===== src/rtl/spi_slave_fifo.sv =====
// Wishbone SPI slave with an RX FIFO, a TX holding register and sticky overrun/underrun flags.
// Optional LSB-first shifting (CTRL[11]) is compiled in when SPI_SLV_LSB_FIRST_EN is defined.
module spi_slave_fifo #(
    parameter int unsigned DATA_W   = 32,
    parameter int unsigned RX_DEPTH = 8,
    parameter int unsigned SS_W     = 32
) (
    input  logic            wb_clk_i,
    input  logic            wb_rst_ni,
    input  logic [4:0]      wb_adr_i,
    input  logic [31:0]     wb_dat_i,
    output logic [31:0]     wb_dat_o,
    input  logic [3:0]      wb_sel_i,
    input  logic            wb_we_i,
    input  logic            wb_stb_i,
    input  logic            wb_cyc_i,
    output logic            wb_ack_o,
    output logic            wb_err_o,
    output logic            wb_int_o,
    input  logic [SS_W-1:0] ss_pad_i,
    input  logic            sclk_pad_i,
    input  logic            mosi_pad_i,
    output logic            miso_pad_o
);

    localparam int unsigned CNT_W  = $clog2(DATA_W + 1);
    localparam int unsigned PTR_W  = $clog2(RX_DEPTH);
    localparam int unsigned FILL_W = PTR_W + 1;

    typedef enum logic [1:0] {StIdle, StLoad, StShift, StPush} state_e;

    // Bus decode
    logic [2:0] adr;
    logic       req, mapped, wr_req, rd_req;
    logic       ctrl_wr, stat_wr, hold_wr, pop_req;

    assign adr     = wb_adr_i[4:2];
    assign req     = wb_cyc_i & wb_stb_i & ~wb_ack_o & ~wb_err_o;
    assign mapped  = (adr == 3'd0) | (adr == 3'd1) | (adr == 3'd4);
    assign wr_req  = req & mapped & wb_we_i;
    assign rd_req  = req & mapped & ~wb_we_i;
    assign ctrl_wr = wr_req & (adr == 3'd4);
    assign stat_wr = wr_req & (adr == 3'd1);
    assign hold_wr = wr_req & (adr == 3'd0);
    assign pop_req = rd_req & (adr == 3'd0);

    logic unused_bits;
    assign unused_bits = ^{wb_adr_i[1:0], wb_sel_i[3:2]};

    // Control register
    logic [6:0] char_len_q;
    logic       rx_neg_q, tx_neg_q, ie_q, en_q;
    logic       lsb_first;

    always_ff @(posedge wb_clk_i or negedge wb_rst_ni) begin
        if (!wb_rst_ni) begin
            char_len_q <= '0;
            rx_neg_q   <= 1'b0;
            tx_neg_q   <= 1'b0;
            ie_q       <= 1'b0;
            en_q       <= 1'b0;
        end else if (ctrl_wr) begin
            if (wb_sel_i[0]) char_len_q <= wb_dat_i[6:0];
            if (wb_sel_i[1]) begin
                rx_neg_q <= wb_dat_i[9];
                tx_neg_q <= wb_dat_i[10];
                ie_q     <= wb_dat_i[12];
                en_q     <= wb_dat_i[13];
            end
        end
    end

`ifdef SPI_SLV_LSB_FIRST_EN
    logic lsb_q;

    always_ff @(posedge wb_clk_i or negedge wb_rst_ni) begin
        if (!wb_rst_ni) begin
            lsb_q <= 1'b0;
        end else if (ctrl_wr && wb_sel_i[1]) begin
            lsb_q <= wb_dat_i[11];
        end
    end

    assign lsb_first = lsb_q;
`else
    assign lsb_first = 1'b0;
`endif

    logic [CNT_W-1:0] len_eff, shamt;

    assign len_eff = ((char_len_q == 7'd0) || (char_len_q > 7'(DATA_W))) ?
                     CNT_W'(DATA_W) : CNT_W'(char_len_q);
    assign shamt   = CNT_W'(DATA_W) - len_eff;

    // Pad synchronisers; sclk keeps a third stage for edge detection
    logic [2:0] sclk_sync;
    logic [1:0] mosi_sync, sel_sync;
    logic       sel_s, mosi_s, rise, fall, rx_edge, tx_edge;

    always_ff @(posedge wb_clk_i or negedge wb_rst_ni) begin
        if (!wb_rst_ni) begin
            sclk_sync <= '0;
            mosi_sync <= '0;
            sel_sync  <= '0;
        end else begin
            sclk_sync <= {sclk_sync[1:0], sclk_pad_i};
            mosi_sync <= {mosi_sync[0], mosi_pad_i};
            sel_sync  <= {sel_sync[0], ~&ss_pad_i};
        end
    end

    assign sel_s   = sel_sync[1];
    assign mosi_s  = mosi_sync[1];
    assign rise    = sclk_sync[1] & ~sclk_sync[2];
    assign fall    = ~sclk_sync[1] & sclk_sync[2];
    assign rx_edge = rx_neg_q ? fall : rise;
    assign tx_edge = tx_neg_q ? fall : rise;

    // Shift engine
    state_e            state_q, state_d;
    logic [CNT_W-1:0]  bitcnt_q, bitcnt_d;
    logic [DATA_W-1:0] rx_shift_q, rx_shift_d, tx_shift_q, tx_shift_d, tx_word, rx_word;
    logic              miso_q, miso_d, load_zero_q, load_zero_d;
    logic              hold_take, push_req, udr_set;
    logic [DATA_W-1:0] hold_q;
    logic              hold_full_q;

    assign tx_word = hold_full_q ? hold_q : '0;
    assign rx_word = lsb_first ? (rx_shift_q >> shamt) : rx_shift_q;

    always_comb begin
        state_d     = state_q;
        bitcnt_d    = bitcnt_q;
        rx_shift_d  = rx_shift_q;
        tx_shift_d  = tx_shift_q;
        miso_d      = miso_q;
        load_zero_d = load_zero_q;
        hold_take   = 1'b0;
        push_req    = 1'b0;
        udr_set     = 1'b0;
        case (state_q)
            StIdle: begin
                miso_d = 1'b0;
                if (sel_s && en_q) state_d = StLoad;
            end
            StLoad: begin
                hold_take   = hold_full_q;
                load_zero_d = ~hold_full_q;
                bitcnt_d    = '0;
                rx_shift_d  = '0;
                // MSB-first characters are left-aligned so the head bit is always the top bit
                tx_shift_d  = lsb_first ? tx_word : (tx_word << shamt);
                miso_d      = lsb_first ? tx_shift_d[0] : tx_shift_d[DATA_W-1];
                state_d     = StShift;
            end
            StShift: begin
                if (!sel_s) begin
                    state_d = StIdle;
                end else begin
                    // The first bit is already on miso from LOAD; hold it until sampled
                    if (tx_edge && ((bitcnt_q != '0) || rx_edge)) begin
                        tx_shift_d = lsb_first ? (tx_shift_q >> 1) : (tx_shift_q << 1);
                        miso_d     = lsb_first ? tx_shift_d[0] : tx_shift_d[DATA_W-1];
                    end
                    if (rx_edge) begin
                        if (lsb_first) begin
                            rx_shift_d             = rx_shift_q >> 1;
                            rx_shift_d[DATA_W-1]   = mosi_s;
                        end else begin
                            rx_shift_d    = rx_shift_q << 1;
                            rx_shift_d[0] = mosi_s;
                        end
                        bitcnt_d = bitcnt_q + 1'b1;
                        if ((bitcnt_q == '0) && load_zero_q) udr_set = 1'b1;
                        if (bitcnt_d == len_eff) state_d = StPush;
                    end
                end
            end
            StPush: begin
                push_req = 1'b1;
                state_d  = sel_s ? StLoad : StIdle;
            end
            default: state_d = StIdle;
        endcase
        if (!en_q) state_d = StIdle;
    end

    always_ff @(posedge wb_clk_i or negedge wb_rst_ni) begin
        if (!wb_rst_ni) begin
            state_q     <= StIdle;
            bitcnt_q    <= '0;
            rx_shift_q  <= '0;
            tx_shift_q  <= '0;
            miso_q      <= 1'b0;
            load_zero_q <= 1'b0;
        end else begin
            state_q     <= state_d;
            bitcnt_q    <= bitcnt_d;
            rx_shift_q  <= rx_shift_d;
            tx_shift_q  <= tx_shift_d;
            miso_q      <= miso_d;
            load_zero_q <= load_zero_d;
        end
    end

    assign miso_pad_o = miso_q;

    // TX holding register; a bus write in the same cycle as LOAD refills it
    always_ff @(posedge wb_clk_i or negedge wb_rst_ni) begin
        if (!wb_rst_ni) begin
            hold_q      <= '0;
            hold_full_q <= 1'b0;
        end else if (hold_wr) begin
            hold_q      <= wb_dat_i[DATA_W-1:0];
            hold_full_q <= 1'b1;
        end else if (hold_take) begin
            hold_full_q <= 1'b0;
        end
    end

    // RX FIFO
    logic [DATA_W-1:0] mem [RX_DEPTH];
    logic [PTR_W-1:0]  wr_ptr_q, rd_ptr_q;
    logic [FILL_W-1:0] fill_q;
    logic              fifo_empty, fifo_full, pop, push_ok, ovr_set;
    logic              ovr_q, udr_q, clr_ovr, clr_udr;

    assign fifo_empty = (fill_q == '0);
    assign fifo_full  = (fill_q == FILL_W'(RX_DEPTH));
    assign pop        = pop_req & ~fifo_empty;
    // A pop in the same cycle frees the slot the push needs
    assign push_ok    = push_req & (~fifo_full | pop);
    assign ovr_set    = push_req & fifo_full & ~pop;

    always_ff @(posedge wb_clk_i) begin
        if (push_ok) mem[wr_ptr_q] <= rx_word;
    end

    always_ff @(posedge wb_clk_i or negedge wb_rst_ni) begin
        if (!wb_rst_ni) begin
            wr_ptr_q <= '0;
            rd_ptr_q <= '0;
            fill_q   <= '0;
        end else begin
            if (push_ok) wr_ptr_q <= wr_ptr_q + 1'b1;
            if (pop)     rd_ptr_q <= rd_ptr_q + 1'b1;
            case ({push_ok, pop})
                2'b10:   fill_q <= fill_q + 1'b1;
                2'b01:   fill_q <= fill_q - 1'b1;
                default: fill_q <= fill_q;
            endcase
        end
    end

    // Sticky flags; a fresh event outranks a simultaneous clear
    assign clr_ovr = stat_wr & wb_sel_i[0] & wb_dat_i[3];
    assign clr_udr = stat_wr & wb_sel_i[0] & wb_dat_i[4];

    always_ff @(posedge wb_clk_i or negedge wb_rst_ni) begin
        if (!wb_rst_ni) begin
            ovr_q <= 1'b0;
            udr_q <= 1'b0;
        end else begin
            ovr_q <= (ovr_q & ~clr_ovr) | ovr_set;
            udr_q <= (udr_q & ~clr_udr) | udr_set;
        end
    end

    // Read mux and bus response
    logic [31:0] status_word, ctrl_word, rdata;
    logic [7:0]  fill8;

    assign fill8 = 8'(fill_q);

    always_comb begin
        status_word       = '0;
        status_word[0]    = ~fifo_empty;
        status_word[1]    = fifo_full;
        status_word[2]    = ~hold_full_q;
        status_word[3]    = ovr_q;
        status_word[4]    = udr_q;
        status_word[5]    = sel_s;
        status_word[15:8] = fill8;
        ctrl_word         = '0;
        ctrl_word[6:0]    = char_len_q;
        ctrl_word[9]      = rx_neg_q;
        ctrl_word[10]     = tx_neg_q;
        ctrl_word[11]     = lsb_first;
        ctrl_word[12]     = ie_q;
        ctrl_word[13]     = en_q;
        case (adr)
            3'd0:    rdata = fifo_empty ? 32'd0 : 32'(mem[rd_ptr_q]);
            3'd1:    rdata = status_word;
            3'd4:    rdata = ctrl_word;
            default: rdata = 32'd0;
        endcase
    end

    always_ff @(posedge wb_clk_i or negedge wb_rst_ni) begin
        if (!wb_rst_ni) begin
            wb_ack_o <= 1'b0;
            wb_err_o <= 1'b0;
            wb_dat_o <= '0;
            wb_int_o <= 1'b0;
        end else begin
            wb_ack_o <= req & mapped;
            wb_err_o <= req & ~mapped;
            if (rd_req) wb_dat_o <= rdata;
            wb_int_o <= ie_q & (~fifo_empty | ovr_q | udr_q);
        end
    end

endmodule

===== config.mk =====
export PLATFORM = sky130hd
export DESIGN_NAME = spi_slave_fifo
export DESIGN_NICKNAME = d
export VERILOG_FILES = /design/src/rtl/spi_slave_fifo.sv
export SDC_FILE = /design/constraint.sdc
export NUM_CORES = 1
export LEC_CHECK = 0
export CAP_MARGIN = 30
export CORE_ASPECT_RATIO = 2
export CORE_UTILIZATION = 50
export CTS_CLUSTER_DIAMETER = 40
export DETAILED_ROUTE_END_ITERATION = 7
export GPL_TIMING_DRIVEN = 0
export PLACE_DENSITY = 0.69
export SLEW_MARGIN = 20
export SYNTH_ARGS = -nofsm -noshare
export SYNTH_HDL_FRONTEND = slang
export SYNTH_SLANG_ARGS = --single-unit

===== constraint.sdc =====
create_clock -name wb_clk_i -period 14.5 [get_ports wb_clk_i]
set_input_delay 1.45 -clock wb_clk_i [delete_from_list [all_inputs] [get_ports wb_clk_i]]
set_output_delay 1.45 -clock wb_clk_i [all_outputs]
set_load 0.01 [all_outputs]

==> results by group, run 1 <==
Route
  • Routed vias: 12861
  • Pre-antenna DRT Iters: 5
  • Vias per Instance: 6.23
  • Initial DRC Count: 965
  • Drt total wl: 59500 um
  • Avg WL per Cell: 28.8 um
  • Residual DRC: 0
  • Post-DRT Antenna Nets: 0

Floorplanning
  • # IOs: 116
  • Core area: 37400 um2
  • Die Ht: 278 um
  • Site row count: 100
  • Initial Utilization: 0.511
  • DIE AREA: 39000 um2
  • Die extent in x: 140 um

GRT
  • First-pass GRT wire length: 87900 um
  • Largest net degree at the start of global routing: 90
  • Number of global-route vias before repair: 13710
  • Overall routing resource usage: 0.316
  • Global route overflow: 0
  • Initial antenna violation count: 1

Finish
  • Commonest cells after routing, fill and taps aside: edfxtp_1 (256), dfrtp_1 (171), nand2_1 (167), clkdlybuf4s50_1 (108), mux2i_1 (75)
  • Final nets: 1661
  • Area of the multi-input gates: 6740 um2
  • Sequential Area: 12000 um2
  • Area Growth Syn to Fin: 18.3%
  • # diodes: 0
  • FILL cells: 2934
  • Commonest non-fill, non-tap cell in the layout: edfxtp_1
  • Layout cells sized above 1: 0.183
  • Layout Utilization: 0.604

STA
  • Fmax: 194 MHz
  • Final Setup Violations: 0
  • Setup TNS: 0 ps
  • Relative slew slack: 0.291
  • Tmin final: 5150 ps
  • Slew Viols, Final: 0
  • Period utilisation layout: 0.355
  • Clock skew: 20.1 ps
  • Unrepaired setup endpoints after global routing: false
  • Final hold violation count: 0
  • Worst-Margin Slew: 1050 ps

Logic synthesis
  • Yosys warns: 0
  • Avg Cell Area, Syn: 13.8 um2
  • Dominant synthesized flop cell: edfxtp_1
  • Yosys reg bits: 427
  • Mapped Area: 19100 um2
  • Post-synth EDFFs: 256
  • Async S/R FF share, synth: 0.400
  • Seq/Total Area, Yosys: 0.627
  • Synthesized instance count: 1386
  • Post-synth cell types: 75
  • Mapped Nets: 1476

Pwr
  • PwrDens: 132 nW/um2
  • Clock power frac: 0.378
  • Switching share of power: 0.279
  • Peak supply drop: 0.106 mV
  • Comb pwr share: 0.148
  • P_leak: 8.53 nW
  • Net switching power: 0.000831 W
  • Sequential Power Share: 0.474
  • Internal power: 0.00215 W

Setup path
  • Cells along the critical path: clkdlybuf4s50_1 > nor4_2 > nor3b_2 > o21ai_1 > inv_2 > nand2_1 > nor3_2 > buf_4 > buf_6 > buf_4 > buf_4
  • CP endpoint kind: flop
  • Critical path fanouts, max: 8
  • Most used cell, CP: buf_4
  • Max stage delay on crit path: 650 ps
  • Top delay family on crit path: simple AND/OR/NAND/NOR gates
  • Critical Path Start: wb_adr_i[3]
  • Startpoint type of the worst setup path: primary input
  • RR Startpoint: char_len_q[6]
  • Slowest CP cell: nor4_2
  • Worst path buffer plus inverter count: 6
  • Worst endpoint required time: 14760 ps
  • Crit path DAT: 5410 ps
  • Setup Crit Path Kind: primary input to flop

Clock network
  • CTS H-tree depth: 2
  • CTS tree: yes
  • Worst skew pair latency: 560 ps
  • Hold buffer count at CTS: 0
  • CTS buffer count: 42
  • Post-CTS Setup Inserts: 0
  • # resized after CTS: 0
  • Clock buffer depth: 3
  • Worst-path clk slew: 70 ps
  • CTS Root Cell: clkbuf_16
  • Sink Count: 427

Worst hold path
  • Worst min path class: flop to flop
  • HP Start: mosi_sync[0]

Placement
  • # port buffers: 109
  • Gpl congestion: 1.04
  • Dpl hpwl: 43900 um

Outcome
  • Outcome: finished clean

Run
  • MaxCap Viol Count: 0
synthesized netlist by cell type, types with 6 or more instances:
| cell type | count | share of area |
|---|---|---|
| a222oi_1 | 7 | 0.0037 |
| o31ai_1 | 6 | 0.0024 |
| edfxtp_1 | 256 | 0.40 |
| nor2b_1 | 7 | 0.0023 |
| o21ai_0 | 63 | 0.017 |
| a211oi_1 | 7 | 0.0028 |
| a22oi_1 | 12 | 0.0047 |
| nor2_1 | 72 | 0.014 |
| nor4_1 | 10 | 0.0033 |
| a31oi_1 | 11 | 0.0036 |
| o211ai_1 | 14 | 0.0055 |
| mux2i_1 | 75 | 0.039 |
| inv_1 | 12 | 0.0024 |
| xor2_1 | 7 | 0.0032 |
| a21oi_1 | 37 | 0.0097 |
| and3_1 | 9 | 0.0029 |
| o22ai_1 | 7 | 0.0023 |
| nand2b_1 | 11 | 0.0036 |
| buf_4 | 6 | 0.0024 |
| buf_2 | 23 | 0.0060 |
| dfrtp_1 | 171 | 0.22 |
| o21ai_1 | 6 | 0.0016 |
| nand3_1 | 61 | 0.016 |
| nor3_1 | 20 | 0.0052 |
| nand4_1 | 15 | 0.0049 |
| xnor2_1 | 12 | 0.0055 |
| nand2_1 | 167 | 0.033 |
| ha_1 | 10 | 0.0066 |
| mux2_2 | 68 | 0.040 |
| buf_1 | 7 | 0.0014 |
| clkbuf_1 | 51 | 0.010 |
| mux4_2 | 67 | 0.079 |
state kept, by name (all words and copies together), names as in the netlist, 3 cells and up:
register	flops
fill_q	4
bitcnt_q	6
sclk_sync	3
wr_ptr_q	3
char_len_q	7
hold_q	32
rx_shift_q	32
rd_ptr_q	3
wb_dat_o	32
tx_shift_q	31
mem	256
cell type report:
type                            instances  share of cell area
Buffer                                 90              0.0182
Clock buffer                           50              0.0492
Clock inverter                         28              0.0141
Inverter                               13             0.00216
Multi-Input combinational cell        856               0.298
Sequential cell                       427               0.530
Tap cell                              459              0.0254
Timing Repair Buffer                  141              0.0631
worst reg2reg max path: cells and delay by family (launching register included):
family / cells / cell delay (ps)
AO/OA/AOI/OAI: 2 / 830
adder cells (fa/ha/maj): 1 / 440
buffers and inverters: 7 / 2380
flip-flops: 1 / 350
multiplexers: 1 / 310
AND/OR/NAND/NOR: 2 / 360
routing by layer:
metal	track usage	routed length, um	up-vias
met5	0	17	-
met4	0.251	5190	2
met2	0.583	32400	455
met1	0.305	19100	6517
met3	0.0521	2720	226
li1	-	-	5661
per-stage QoR:
| step | cells | setup WS, ps | hold slack, ps | instance area (um2) | total power (W) |
|---|---|---|---|---|---|
| after global routing | 2064 | 9180 | 365 | 22600 | 0.00307 |
| after CTS | 2064 | 9330 | 351 | 22600 | 0.00298 |
| after floorplan | 1386 | 8200 | 331 | 19100 | 0.00166 |
| after global placement | 1954 | 3880 | 333 | 20800 | 0.00186 |
| after detailed placement | 1986 | 8770 | 337 | 21200 | 0.00186 |
| final | 2064 | 9350 | 347 | 22600 | 0.00298 |
final timing paths:
kind / to / slack [ps] / cells after the start
max: mem[4][14] / 9350 / 11
min: mosi_sync[1] / 350 / 0
max reg2reg: miso_pad_o / 9730 / 13
min reg2reg: mosi_sync[1] / 350 / 0
max in group asynchronous: rx_shift_q[26] / 12720 / 2
min in group asynchronous: hold_q[29] / 860 / 1
cells by family (layout without fill, tap and decap cells):
| family | Yosys count | after routing | share of synthesized area |
|---|---|---|---|
| buffers and inverters | 103 | 322 | 0.0241 |
| and+or+nand+nor | 399 | 399 | 0.0967 |
| xor gates and xnor gates | 20 | 20 | 0.0102 |
| adders and majority gates | 10 | 10 | 0.00655 |
| AOI/OAI and AO/OA | 215 | 215 | 0.0753 |
| muxes | 212 | 212 | 0.161 |
| DFF | 427 | 427 | 0.627 |
power by group through the flow:
stage	combinational (W)	clock (W)	sequential (W)
final	0.000441	0.00112	0.00141
after global routing	0.000468	0.00118	0.00142
after CTS	0.000431	0.00114	0.00141
after detailed placement	0.000429	0	0.00143
after global placement	0.000429	0	0.00143
after floorplan	0.000251	0	0.00141
Power figures use the tool's default switching activity.
==> inputs of run 2 (changes only) <==
--- a/config.mk
+++ b/config.mk
@@ -11,7 +11,7 @@
 export CTS_CLUSTER_DIAMETER = 40
 export DETAILED_ROUTE_END_ITERATION = 7
 export GPL_TIMING_DRIVEN = 0
-export PLACE_DENSITY = 0.69
+export PLACE_DENSITY = 0.72
 export SLEW_MARGIN = 20
 export SYNTH_ARGS = -nofsm -noshare
 export SYNTH_HDL_FRONTEND = slang
==> constraint.sdc (replaced) <==
create_clock -name wb_clk_i -period 4.13 [get_ports wb_clk_i]
set_input_delay 0.413 -clock wb_clk_i [delete_from_list [all_inputs] [get_ports wb_clk_i]]
set_output_delay 0.413 -clock wb_clk_i [all_outputs]
set_load 0.01 [all_outputs]
==> results by group, run 2 (same netlist as run 1, synthesis figures left out) <==
GRT
  • Largest net degree at the start of global routing: 61 (-32%)
  • Global route overflow: 0 (unchanged)
  • Number of global-route vias before repair: 13516 (-1.4%)
  • Overall routing resource usage: 0.299 (-0.0164)
  • Initial antenna violation count: 0 (-1)
  • First-pass GRT wire length: 83800 um (-4.7%)

Finish
  • Commonest cells after routing, fill and taps aside: edfxtp_1 (256), dfrtp_1 (171), nand2_1 (167), clkdlybuf4s50_1 (108), mux2i_1 (74)
  • Cell area after layout: 22600 um2 (about the same)
  • Most flops, register: mem
  • Layout cells sized above 1: 0.184 (+0.00175)
  • Max reg flops: 256 (unchanged)
  • FILL cells: 2868 (-2.2%)
  • Area Growth Syn to Fin: 18.3% (about the same)
  • Commonest non-fill, non-tap cell in the layout: edfxtp_1
  • # diodes: 0 (unchanged)
  • Final nets: 1664 (+0.18%)

Setup path
  • RR Startpoint: char_len_q[0]
  • Worst endpoint required time: 4610 ps (-10150 ps)
  • Startpoint type of the worst setup path: flop
  • Setup Crit Path Kind: flop to flop
  • R2R depth: 11 (-2)
  • Slack of the worst reg-to-reg path: 110 ps (-9620 ps)
  • Worst R2R End: tx_shift_q[19]
  • Critical path fanouts, max: 10 (+2)
  • CP endpoint kind: flop
  • Crit path DAT: 4500 ps (-910 ps)

Run
  • MaxCap Viol Count: 0 (unchanged)

Route
  • Pre-antenna DRT Iters: 5 (unchanged)
  • Drt total wl: 56900 um (-4.2%)
  • Post-DRT Antenna Nets: 0 (unchanged)
  • Routed vias: 12975 (+0.89%)
  • Vias per Instance: 6.28 (+0.84%)
  • Initial DRC Count: 960 (-0.52%)
  • Avg WL per Cell: 27.6 um (-4.3%)
  • Residual DRC: 0 (unchanged)

Pwr
  • Power Total: 0.0102 W (+240%)
  • Peak supply drop: 0.465 mV (+340%)
  • PwrDens: 451 nW/um2 (+240%)
  • P_leak: 8.25 nW (-3.2%)

Clock network
  • Clock buffer depth: 3 (unchanged)
  • CTS buffer count: 41 (-2.4%)
  • Worst-path clk slew: 60 ps (about the same)
  • Worst skew pair latency: 560 ps (about the same)
  • Sink Count: 427 (unchanged)
  • CTS tree: yes
  • CTS Root Cell: clkbuf_16
  • CTS H-tree depth: 2 (unchanged)

Floorplanning
  • DIE AREA: 39000 um2 (unchanged)
  • Site row count: 100 (unchanged)
  • Core area: 37400 um2 (unchanged)
  • Die Ht: 278 um (unchanged)
  • Die extent in x: 140 um (unchanged)
  • # IOs: 116 (unchanged)
  • Initial Utilization: 0.511 (unchanged)

Worst hold path
  • HP Start: mosi_pad_i
  • Worst min path class: primary input to flop
  • Hold Crit Depth: 1 (+1)
  • Worst hold endpoint: mosi_sync[0]

Placement
  • Gpl congestion: 1.02 (-1.4%)
  • Dpl hpwl: 41800 um (-4.8%)
  • Setup WS pre-CTS: -672 ps (-9450 ps)
  • Dpl cell area: 21100 um2 (about the same)
  • # port buffers: 109 (unchanged)

STA
  • Final Setup Violations: 0 (unchanged)
  • Relative slew slack: 0.253 (-0.0380)
  • Period utilisation layout: 0.973
  • Setup ws final: 110 ps (-9240 ps)
  • Unrepaired setup endpoints after global routing: false
  • Tmin final: 4020 ps
  • Slew Viols, Final: 0 (unchanged)
  • Worst-Margin Slew: 1090 ps (+34.0 ps)
  • Fmax: 249 MHz
  • Final hold violation count: 0 (unchanged)
  • Clock skew: 25.0 ps (+4.81 ps)

Outcome
  • Outcome: finished clean
run 2: layer usage:
| metal | global-route usage | wire (um) |
|---|---|---|
| met1 | 0.304 | 18500 |
| met2 | 0.556 | 31300 |
| met3 | 0.0403 | 2940 |
| met4 | 0.213 | 4210 |
| met5 | 0 | 0 |
run 2: timing repair:
| item | CTS | global route |
|---|---|---|
| resized for setup | 6 | 8 |
| endpoints found under the setup margin | 32 | 30 |
| hold buffers | 1 | 0 |
| setup buffers | 1 | 8 |
| pin swaps | 1 | 3 |
| endpoints found under the hold margin | 52 | 0 |
run 2: through the flow:
step                      cells  hold WS [ps]   util  setup TNS [ps]
after global routing       2065           303  0.604               0
final                      2065           291  0.604               0
after detailed placement   1979           337  0.565          -24720
after CTS                  2056           278  0.601           -66.6
after global placement     1954           335  0.555        -1530150
after floorplan            1386           117      -          -27870
run 2: how the worst max path moves through the flow:
| stage | startpoint | to | depth (start not counted) |
|---|---|---|---|
| 2_1_floorplan | wb_adr_i[4] | mem[2][0] | 5 |
| 3_3_place_gp | wb_rst_ni | hold_q[30] | 1 |
| 4_1_cts | fill_q[1] | mem[1][11] | 9 |
| 5_1_grt | char_len_q[0] | tx_shift_q[26] | 16 |
| 3_5_place_dp | char_len_q[6] | tx_shift_q[12] | 13 |
| 6_report | char_len_q[0] | tx_shift_q[19] | 11 |
run 2: worst max-delay path, stage by stage (launching register included):
cell	delay (ps)
dfrtp_1	350
buf_2	190
nor3b_1	160
buf_4	200
inv_1	260
buf_2	340
ha_2	230
buf_4	200
or3b_1	430
a221o_1	400
o311ai_0	890
o32a_1	290
run 2: cell type report:
cell class / instances / area [um2] / share of cell area
Tap cell: 459 / 574 / 0.0254
Multi-Input combinational cell: 856 / 6790 / 0.300
Sequential cell: 427 / 12000 / 0.530
Inverter: 13 / 48.8 / 0.00216
Clock inverter: 19 / 174 / 0.00770
Timing Repair Buffer: 145 / 1490 / 0.0658
Clock buffer: 56 / 1130 / 0.0501
Buffer: 90 / 425 / 0.0188
run 2: power by group:
group | total [W] | switching [W] | internal, W
clock | 0.00368 | 0.00166 | 0.00202
sequential | 0.00495 | 0.000233 | 0.00472
combinational | 0.00156 | 0.000947 | 0.000617
